==> config.mk <==
export PLATFORM = sky130hd
export DESIGN_NAME = wb_stage
export DESIGN_NICKNAME = d
export VERILOG_FILES = /design/src/rtl/rv32i_pkg.sv /design/src/rtl/load_extend.sv /design/src/rtl/wb_stage.sv
export SDC_FILE = /design/constraint.sdc
export NUM_CORES = 1
export LEC_CHECK = 0
export CORE_ASPECT_RATIO = 1.2
export CORE_UTILIZATION = 42
export CTS_CLUSTER_SIZE = 30
export DETAILED_ROUTE_END_ITERATION = 7
export GPL_TIMING_DRIVEN = 0
export PLACE_DENSITY = 0.77
export SETUP_SLACK_MARGIN = 0.5
export SYNTH_ARGS = -nofsm -noshare
export SYNTH_HDL_FRONTEND = slang
export SYNTH_SLANG_ARGS = --single-unit
==> constraint.sdc <==
create_clock -name clk -period 2.7 [get_ports clk]
set_clock_uncertainty 0.15 [all_clocks]
set_input_delay 0.675 -clock clk [delete_from_list [all_inputs] [get_ports clk]]
set_output_delay 0.675 -clock clk [all_outputs]
set_load 0.03 [all_outputs]
==> src/rtl/rv32i_pkg.sv <==
// Shared RV32I encodings used by the pipeline stages.
package rv32i_pkg;

  // Write-back result select. Encoding 2'b11 is reserved and behaves as RES_ALU.
  typedef enum logic [1:0] {
    RES_ALU = 2'b00,
    RES_MEM = 2'b01,
    RES_PC4 = 2'b10
  } result_src_e;

  // Load funct3 codes (width and signedness).
  localparam logic [2:0] F3_LB  = 3'b000;
  localparam logic [2:0] F3_LH  = 3'b001;
  localparam logic [2:0] F3_LW  = 3'b010;
  localparam logic [2:0] F3_LBU = 3'b100;
  localparam logic [2:0] F3_LHU = 3'b101;

endpackage

==> src/rtl/load_extend.sv <==
// Combinational load alignment/extension and misalignment detection.
// The memory returns the aligned word; this block picks the addressed
// byte or halfword and extends it according to funct3.
module load_extend
  import rv32i_pkg::*;
(
  input  logic        is_load,     // a valid load sits in the WB register
  input  logic [2:0]  funct3,
  input  logic [1:0]  offset,      // low address bits of the load
  input  logic [31:0] rdata,       // raw aligned memory word
  output logic [31:0] load_data,
  output logic        misaligned
);

  logic [7:0]  byte_sel;
  logic [15:0] half_sel;

  // Select the addressed byte and halfword lanes.
  always_comb begin
    byte_sel = rdata[7:0];
    case (offset)
      2'd0: byte_sel = rdata[7:0];
      2'd1: byte_sel = rdata[15:8];
      2'd2: byte_sel = rdata[23:16];
      2'd3: byte_sel = rdata[31:24];
      default: byte_sel = rdata[7:0];
    endcase
    half_sel = offset[1] ? rdata[31:16] : rdata[15:0];
  end

  // Extend the selected lane; unsupported codes return the whole word.
  always_comb begin
    load_data = rdata;
    case (funct3)
      F3_LB:   load_data = {{24{byte_sel[7]}}, byte_sel};
      F3_LBU:  load_data = {24'd0, byte_sel};
      F3_LH:   load_data = {{16{half_sel[15]}}, half_sel};
      F3_LHU:  load_data = {16'd0, half_sel};
      default: load_data = rdata;
    endcase
  end

  // Halfwords must be 2-byte aligned, words 4-byte aligned; bytes never fault.
  always_comb begin
    misaligned = 1'b0;
    if (is_load) begin
      if ((funct3 == F3_LH) || (funct3 == F3_LHU)) begin
        misaligned = offset[0];
      end else if (funct3 == F3_LW) begin
        misaligned = (offset != 2'd0);
      end
    end
  end

endmodule

==> src/rtl/wb_stage.sv <==
// Write-back stage: MEM/WB pipeline register, result mux, register-file
// write port, forwarding bus to EX and a retired-instruction counter.
// Outputs are driven combinationally from the register, so an instruction
// captured on one edge writes the register file during the following cycle.
module wb_stage
  import rv32i_pkg::*;
#(
  parameter int CNT_WIDTH = 32
) (
  input  logic                 clk,
  input  logic                 rst_n,
  input  logic                 stall,
  input  logic                 flush,
  input  logic                 in_valid,
  input  logic                 in_reg_write,
  input  logic [4:0]           in_rd,
  input  logic [1:0]           in_result_src,
  input  logic [2:0]           in_funct3,
  input  logic [31:0]          in_alu_result,
  input  logic [31:0]          in_mem_rdata,
  input  logic [31:0]          in_pc_plus4,
  output logic                 rf_write_enable,
  output logic [4:0]           rf_address3,
  output logic [31:0]          rf_write_data,
  output logic                 fwd_valid,
  output logic [4:0]           fwd_rd,
  output logic [31:0]          fwd_data,
  output logic                 load_misaligned,
  output logic [CNT_WIDTH-1:0] retired_count
);

  logic                 valid_q,      valid_d;
  logic                 reg_write_q,  reg_write_d;
  logic [4:0]           rd_q,         rd_d;
  logic [1:0]           result_src_q, result_src_d;
  logic [2:0]           funct3_q,     funct3_d;
  logic [31:0]          alu_q,        alu_d;
  logic [31:0]          mem_q,        mem_d;
  logic [31:0]          pc4_q,        pc4_d;
  logic [CNT_WIDTH-1:0] retired_count_q, retired_count_d;

  logic        retire;
  logic [31:0] load_data;
  logic        misaligned;
  logic [31:0] result;

  // Next-state of the pipeline register: flush beats stall beats capture.
  // A flush only clears valid; the stale data fields are ignored afterwards.
  always_comb begin
    valid_d      = valid_q;
    reg_write_d  = reg_write_q;
    rd_d         = rd_q;
    result_src_d = result_src_q;
    funct3_d     = funct3_q;
    alu_d        = alu_q;
    mem_d        = mem_q;
    pc4_d        = pc4_q;
    if (flush) begin
      valid_d = 1'b0;
    end else if (!stall) begin
      valid_d      = in_valid;
      reg_write_d  = in_reg_write;
      rd_d         = in_rd;
      result_src_d = in_result_src;
      funct3_d     = in_funct3;
      alu_d        = in_alu_result;
      mem_d        = in_mem_rdata;
      pc4_d        = in_pc_plus4;
    end
  end

  // An entry retires on the edge where it leaves the register (also on a
  // flush, which overrides stall). Misaligned loads and x0 writes still count.
  always_comb begin
    retire          = valid_q & (~stall | flush);
    retired_count_d = retired_count_q + (retire ? CNT_WIDTH'(1) : CNT_WIDTH'(0));
  end

  // Register update with synchronous active-low reset.
  always_ff @(posedge clk) begin
    if (!rst_n) begin
      valid_q         <= 1'b0;
      reg_write_q     <= 1'b0;
      rd_q            <= 5'd0;
      result_src_q    <= 2'd0;
      funct3_q        <= 3'd0;
      alu_q           <= 32'd0;
      mem_q           <= 32'd0;
      pc4_q           <= 32'd0;
      retired_count_q <= '0;
    end else begin
      valid_q         <= valid_d;
      reg_write_q     <= reg_write_d;
      rd_q            <= rd_d;
      result_src_q    <= result_src_d;
      funct3_q        <= funct3_d;
      alu_q           <= alu_d;
      mem_q           <= mem_d;
      pc4_q           <= pc4_d;
      retired_count_q <= retired_count_d;
    end
  end

  load_extend u_load_extend (
    .is_load    (valid_q & (result_src_q == RES_MEM)),
    .funct3     (funct3_q),
    .offset     (alu_q[1:0]),
    .rdata      (mem_q),
    .load_data  (load_data),
    .misaligned (misaligned)
  );

  // Result mux; the reserved select value falls back to the ALU result.
  always_comb begin
    result = alu_q;
    case (result_src_q)
      RES_MEM: result = load_data;
      RES_PC4: result = pc4_q;
      default: result = alu_q;
    endcase
  end

  // Register-file port and forwarding bus. While stalled the same write
  // repeats every cycle, which is harmless for a register file.
  always_comb begin
    rf_write_enable = valid_q & reg_write_q & (rd_q != 5'd0) & ~misaligned;
    rf_address3     = rd_q;
    rf_write_data   = result;
    fwd_valid       = rf_write_enable;
    fwd_rd          = rf_address3;
    fwd_data        = rf_write_data;
    load_misaligned = misaligned;
    retired_count   = retired_count_q;
  end

endmodule

# Word-level counts from Yosys, hierarchy flattened
# Cells that the tools add are included.
[classes]
add_sub_neg = 1
eq_ne = 9
muxes = 8
bitwise = 10
reduce_logical = 7
[ops]
columns = ["op", "count"]
rows = [
  ["$pmux W32 S4", 1],
  ["$pmux W32 S2", 1],
  ["$add A32 B1 Y32", 1],
  ["$pmux W8 S4", 1],
  ["$mux W16", 1],
  ["$eq A2 B2 Y1 const B", 3],
  ["$eq A3 B3 Y1 const B", 2],
  ["$and A1 B1 Y1", 5],
  ["$reduce_bool A5 Y1", 1],
  ["$eq A2 B1 Y1 const B", 2],
  ["$mux W1", 4],
  ["$not A1 Y1", 4],
  ["$eq A3 B1 Y1 const B", 1],
  ["$eq A3 B2 Y1 const B", 1],
  ["$logic_not A3 Y1", 1],
  ["$logic_not A2 Y1", 1],
  ["$reduce_and A2 Y1", 1],
  ["$reduce_bool A2 Y1", 1],
  ["$reduce_or A2 Y1", 1],
  ["$logic_or A1 B1 Y1", 1],
  ["$or A1 B1 Y1", 1],
]
[word_totals]
reg_bits = 140
in_bits = 112
output_inout_bits = 109
word_cells = 44

# Logic depth before layout (Yosys ltp)
# Gate-level depths: netlist of the first run.
[logic_depth]
word_depth = 6
mapped_depth = 10
ltp_nobuf = 8

# Modules after synthesis
# Synthesis of the first run repeated with hierarchy kept, for this count alone.
[hier_totals]
cells_unflattened = 926
hier_area_um2 = 6809.0
[modules_own_cells]
columns = ["module", "n_inst", "cells_each", "area_each_um2", "seq_area_each_um2"]
rows = [
  ["wb_stage", 1, 796, 6107.1, 2802.7],
  ["load_extend", 1, 130, 701.9, 0.0],
]

# Least setup slack after synthesis of the first run
# No wires, ideal clock.
[synth_timing]
kind = "register -> output"
startpoint = "register alu_q[1]"
endpoint = "output rf_write_data[30]"
t_arrival_ps = 2548
required_time_ps = 1875
slack_ps = -673
path_stages_with_launch = 8
path_buffers = 3
cell_sequence = "dfxtp_1 clkbuf_1 mux2i_1 a21oi_1 o31ai_1 clkbuf_1 o21ai_0 buf_4"
[synth_via]
elab_chain_cells = 4
word_cells_on_any_way = 8
cone_classes = "3 x eq/ne; 4 x mux; 1 x reduce/logical"
[synth_rtl]
columns = ["element", "line", "source"]
rows = [
  ["from (decl)", "wb_stage.sv:37", "logic [31:0] alu_q, alu_d;"],
  ["from (signal assigned)", "wb_stage.sv:97", "alu_q <= alu_d;"],
  ["$eq A2 B2 Y1 (tied with other cells)", "load_extend.sv:21", "case (offset)"],
  ["$pmux W8 S4", "load_extend.sv:21", ""],
  ["$pmux W32 S4 *", "load_extend.sv:34", "case (funct3)"],
  ["$pmux W32 S2 *", "wb_stage.sv:116", "case (result_src_q)"],
  ["to (decl)", "wb_stage.sv:24", "output logic [31:0] rf_write_data,"],
]
# Mark *: on every way between the ends. The rest lies on a longest branch, timed or not.

# Worst setup path after layout of the first run
[layout_timing]
startpoint = "register alu_q[0]"
endpoint = "output fwd_data[14]"
[layout_via]
elab_chain_cells = 4
word_cells_on_any_way = 7
cone_classes = "3 x eq/ne; 3 x mux; 1 x reduce/logical"
[layout_rtl]
columns = ["element", "line", "source"]
rows = [
  ["$eq A2 B2 Y1 (tied with other cells)", "load_extend.sv:21", ""],
  ["$pmux W8 S4 *", "load_extend.sv:21", ""],
  ["$pmux W32 S4 *", "load_extend.sv:34", ""],
  ["$pmux W32 S2 *", "wb_stage.sv:116", ""],
  ["to (decl)", "wb_stage.sv:27", "output logic [31:0] fwd_data,"],
]
# Marked as above.

==> impl_metrics.ini, run 1 <==
[pwr]
power.total_mw = 5.92
seqPwrFrac_pct = 37.4
p_per_area_nw_per_um2 = 510
p_int_mw = 4.32
p_sw_mw = 1.60
leakage_nw = 4.30
vdd_drop_max_v = 0.000401
power_frac_comb_pct = 18.9
swShare_pct = 27.0
clkPwrFrac_pct = 43.7

[cts]
cts-root-buf = clkbuf_16
clk_pin_slew_worst_paths_ns = 0.06
clk_latency_ns = 0.43
htreeDepth = 4
cts_hold_repair.buffers = 0
cts_num_sinks = 140
cts_tree = built
cts_buffer_depth = 2
cts_buffers = 17

[global_routing]
grt_max_degree = 17
grt_pass1_wl_um = 38900
grt_use_total_pct = 31.6
antenna_found_initial = 1
overflow = 0
grt_pass1_vias = 7622

[detailed_routing]
drc_errors = 0
drt_first_pass_iters = 6
wl_per_cell_um = 19.0
ant_nets = 0
drt_iter0_markers = 673
wl_um = 26500
routed_via_density = 5.61
vias = 7818

[worst_setup_path]
cp-end-kind = primary output
max_stage_delay_ns = 0.53
cp_slowest_cell = mux4_2
crit_chain = mux4_2 > a21o_4 > o221ai_1 > o211ai_1 > buf_4 > buf_4
critPathLaunchType = flip-flop
crit_fanout = 7
worstPathRequired_ns = 1.88
timing.critical_path.mode_cell = buf_4
critPathKind = flip-flop to primary output
crit_arrival_ns = 2.36

[cells_and_area]
layout_commonest_cell = nand2_1
utilization_pct = 74.8
final_area_um2 = 11600
num-nets-final = 1287
syn2layout_area_growth_pct = 74.5
final_cell_mix = 280 x nand2_1, 132 x a21oi_1, 127 x dfxtp_1, 109 x clkdlybuf4s50_1, 94 x buf_6
drive_above_1_share_pct = 29.2

[die]
die_y_um = 140
core_area_um2 = 15500
die_w_um = 117
dieArea_um2 = 16300
initial_utilization_pct = 42.9
rows = 50
ios = 221

[synth]
syn-cell-area_um2 = 6650
synth-seq-cells = 140
async_flop_share_pct = 0
ys_warn_count = 0
syn_nets = 1014
synth_cell_types = 39
synth_edf_count = 0
ys.flop_type = dfxtp_1
synthCells = 898
synth_area_per_cell_um2 = 7.41
yosysSeqAreaShare_pct = 42.1

[timing]
fmax_mhz = 314
slew_viol_final = 0
setup_viol = 64
worst_pin_slew_ns = 0.566
rsz0062_at_grt = yes
tns_ns = -18.21
layout_min_cycle_time_ns = 3.18
final-hold-violation-count = 0
slew_headroom_pct = 62.2
fin_crit_sh_pct = 118
fin_ws_ns = -0.482

[place]
dp_hpwl_um = 17300
io_buffers = 220
post_dp_cell_area_um2 = 9800
gp_congestion = 0.895

[hold_path]
holdCritPathClass = input port to flip-flop

[outcome]
violations = negative setup slack
status = finished, violations left

[run]
max_cap_viol_count = 0
## routing by layer
layer / wire (µm) / GRT usage [%] / vias to the layer above / share of wire [%]
met5: 0 / 0 / - / 0
met4: 1590 / 18.9 / 0 / 6.0
met3: 2050 / 7.27 / 118 / 7.7
met2: 13100 / 54.2 / 413 / 50
met1: 9720 / 34.9 / 3693 / 37
li1: - / - / 3594 / -
## cells by family after synthesis
logic type | after synthesis | synth area share, %
buffers and inverters | 114 | 8.63
adder cells (fa/ha/maj) | 4 | 0.752
AO/OA/AOI/OAI | 231 | 20.1
XOR/XNOR | 10 | 1.32
AND/OR/NAND/NOR | 385 | 24.8
flip-flops | 140 | 42.1
multiplexers | 14 | 2.29
## area by class of cell
type / instances / area, µm²
repair buffers: 254 / 2560
clock buffers: 20 / 447
well taps: 208 / 260
plain buffers: 104 / 887
fillers: 1121 / 3910
clock inverters: 12 / 194
multi-input cells: 644 / 4380
inverters: 10 / 51.3
flip-flops and latches: 140 / 2830
diodes: 1 / 2.50
## Yosys cell counts (2+ instances only)
| master | instances | area, µm² |
|---|---|---|
| a21oi_1 | 160 | 801 |
| and2_1 | 4 | 25.0 |
| and4_1 | 3 | 26.3 |
| buf_1 | 6 | 22.5 |
| buf_2 | 3 | 15.0 |
| buf_4 | 38 | 285 |
| clkbuf_1 | 57 | 214 |
| dfxtp_1 | 140 | 2800 |
| ha_1 | 4 | 50.1 |
| inv_1 | 9 | 33.8 |
| mux2i_1 | 13 | 130 |
| nand2_1 | 283 | 1060 |
| nand2b_1 | 3 | 18.8 |
| nand3_1 | 9 | 45.0 |
| nand4_1 | 7 | 43.8 |
| nor2_1 | 25 | 93.8 |
| nor2b_1 | 12 | 75.1 |
| nor3_1 | 4 | 20.0 |
| nor4_1 | 5 | 31.3 |
| o211ai_1 | 8 | 60.1 |
| o21ai_0 | 15 | 75.1 |
| o221ai_1 | 29 | 254 |
| o31ai_1 | 12 | 90.1 |
| or3_1 | 13 | 81.3 |
| or4_1 | 14 | 105 |
| xnor2_1 | 8 | 70.1 |
| xor2_1 | 2 | 17.5 |
## power by group through the flow
stage | clock, mW | sequential [mW] | combinational (mW)
finish | 2.59 | 2.21 | 1.12
global route | 2.68 | 2.22 | 1.18
CTS | 2.57 | 2.20 | 1.06
detailed placement | 0 | 2.24 | 0.957
global placement | 0 | 2.24 | 0.947
floorplan | 0 | 2.23 | 0.548
## per-stage QoR
step                setup WS, ns  hold WS (ns)  instances
finish                    -0.482         0.289       1393
global route              -0.482         0.288       1393
CTS                       -0.436         0.274       1383
detailed placement        -0.662         0.297       1326
global placement          -0.646         0.292       1326
floorplan                 0.0294         0.287        898
## worst max-delay path: cells and delay by family, from the launching register on
kind            cells  cell delay, ns
flops               1            0.39
buf+inv             2            0.36
mux                 1            0.53
compound gates      3            0.64
## worst paths after layout
path / start / endpoint / slack (ns) / cells past startpoint
setup / recovery: alu_q[0] / fwd_data[14] / -0.48 / 6
hold / removal: flush / valid_q / 0.29 / 2
setup reg to reg: valid_q / retired_count[20] / 0.40 / 8
hold reg to reg: pc4_q[12] / pc4_q[12] / 0.31 / 2
## flip-flops by register name, indices dropped and copies added, names as in the netlist
signal	flops
retired_count	32
valid_q	1
mem_q	32
funct3_q	3
result_src_q	2
alu_q	32
fwd_rd	5
reg_write_q	1
pc4_q	32
## timing repair
item	4_1_cts	5_1_grt
pin swaps	43	26
endpoints found under the setup margin	238	147
cloned	4	0
gates resized for setup	578	135
buffers inserted	21	9
Power figures use the tool's default switching activity.
==> run 2: changes to the inputs <==
ABC_CLOCK_PERIOD_IN_PS = 2700   (was default)
SKIP_LAST_GASP = 1   (was default)
==> run 2 against run 1 <==
Net effect:
- the flow still finishes with violations (negative setup slack)
- via count hardly changed
- count of clock-buffer cells in the layout stayed put
- non-clock buffer count is 6 higher
- critical path type unchanged
- largest power group unchanged
- highest routed layer unchanged
==> impl_metrics.ini, run 2 (synthesis gave the netlist of run 1 again) <==
[timing]
final-hold-violation-count = 0
worst_pin_slew_ns = 0.682
layout_min_cycle_time_ns = 3.19
setup_viol = 65
fin_crit_sh_pct = 118
slew_viol_final = 0
fin_ws_ns = -0.491
rsz0062_at_grt = yes
slew_headroom_pct = 54.5
fmax_mhz = 313

[cts]
clk_pin_slew_worst_paths_ns = 0.06
cts_num_sinks = 140
cts-root-buf = clkbuf_16
htreeDepth = 4
cts_buffers = 17
clk_latency_ns = 0.44
cts_hold_repair.buffers = 0
cts_buffer_depth = 2
cts_tree = built

[place]
dpl_worst_slack_ns = -0.662
place_inst = 1326
gp_congestion = 0.895
io_buffers = 220
dp_hpwl_um = 17300

[cells_and_area]
regArea_um2 = 2830
utilization_pct = 75.0
multi_input_area_um2 = 4370
syn2layout_area_growth_pct = 75.0
layout_commonest_cell = nand2_1
num-nets-final = 1293
drive_above_1_share_pct = 28.9
final_cell_mix = 279 x nand2_1, 133 x a21oi_1, 128 x dfxtp_1, 109 x clkdlybuf4s50_1, 93 x buf_6
fillers = 1106
final_cells = 1399

[pwr]
p_sw_mw = 1.60
leakage_nw = 4.33
seqPwrFrac_pct = 37.4
vdd_drop_max_v = 0.000460
p_int_mw = 4.31
power.total_mw = 5.92
power_frac_comb_pct = 18.8
clkPwrFrac_pct = 43.8
swShare_pct = 27.1
p_per_area_nw_per_um2 = 508

[run]
max_cap_viol_count = 0

[detailed_routing]
drt_first_pass_iters = 5
wl_per_cell_um = 18.9
vias = 7823
drt_iter0_markers = 623
drc_errors = 0
wl_um = 26400
ant_nets = 0
routed_via_density = 5.59

[die]
rows = 50
core_area_um2 = 15500
ios = 221
dieArea_um2 = 16300
die_y_um = 140
initial_utilization_pct = 42.9
die_w_um = 117

[worst_setup_path]
timing.critical_path.mode_cell = buf_4
crit_arrival_ns = 2.37
crit_family = compound AO/OA/AOI/OAI gates
critPathLaunchType = flip-flop
critPathBufInv = 2
crit_chain = mux4_2 > a21o_4 > o221ai_1 > o211ai_1 > buf_4 > buf_4
worstPathRequired_ns = 1.88
cp_slowest_cell = mux4_2
cp-end-kind = primary output
max_stage_delay_ns = 0.54
critPathKind = flip-flop to primary output
crit_fanout = 7
r2r_setup_slack_ns = 0.40

[global_routing]
antenna_found_initial = 1
grt_pass1_wl_um = 38600
grt_pass1_vias = 7562
grt_use_total_pct = 31.3
overflow = 0
grt_max_degree = 17

[hold_path]
holdCritPathClass = input port to flip-flop

[outcome]
violations = negative setup slack
status = finished, violations left
## run 2: cell count changes in the layout (fill, tap and decap cells not counted), sizes merged
cell,before,now
buf,150,153
clkbuf,77,79
clkdlybuf4s15,3,2
dlygate4sd2,39,41
## run 2: layer usage
layer / global-route usage (%) / wire, µm / share of wire [%] / vias up
li1: - / - / - / 3625
met1: 35.1 / 9940 / 38 / 3687
met2: 53.3 / 13000 / 49 / 404
met3: 6.97 / 1960 / 7.4 / 107
met4: 18.5 / 1460 / 5.5 / 0
met5: 0 / 0 / 0 / -
## run 2: stage by stage
step	cell area, µm²	setup TNS (ns)	hold WS (ns)
after detailed placement	9800	-58.11	0.297
after global routing	11600	-22.26	0.288
after CTS	11200	-18.80	0.274
after global placement	9800	-58.69	0.292
final	11600	-19.46	0.286
after floorplan	7340	0	0.287
## run 2: final cells by class
type / instances / area share, %
Clock buffer: 20 / 3.84
Timing Repair Buffer: 260 / 22.4
Clock inverter: 12 / 1.67
Multi-Input combinational cell: 644 / 37.5
Antenna cell: 1 / 0.0215
Inverter: 10 / 0.441
Sequential cell: 140 / 24.3
Buffer: 104 / 7.60
Tap cell: 208 / 2.24
## run 2: worst paths after layout
check,to,from,cells past startpoint
hold / removal,valid_q,flush,2
setup / recovery,fwd_data[14],alu_q[0],6
hold reg to reg,pc4_q[18],pc4_q[18],2
setup reg to reg,retired_count[20],valid_q,8
## run 2: worst reg2reg max path: stages (launching register included)
cell	delay (ns)
dfxtp_4	0.36
a21boi_4	0.18
ha_4	0.17
ha_4	0.15
nand2_4	0.05
or4_4	0.42
buf_6	0.15
or4_1	0.47
a21oi_1	0.13
## run 2: what timing repair did
action | in CTS | in global routing
cloned | 4 | 0
resized for setup | 546 | 142
endpoints found under the setup margin | 238 | 144
pin swaps | 43 | 29
endpoints found under the hold margin | 0 | 0
setup buffers | 21 | 15
## run 2: power by group through the flow
stage          Clock [mW]  Combinational (mW)  Sequential, mW
4_1_cts              2.57                1.05            2.20
3_3_place_gp            0               0.947            2.24
6_report             2.59                1.11            2.21
3_5_place_dp            0               0.957            2.24
5_1_grt              2.69                1.17            2.22
2_1_floorplan           0               0.548            2.23
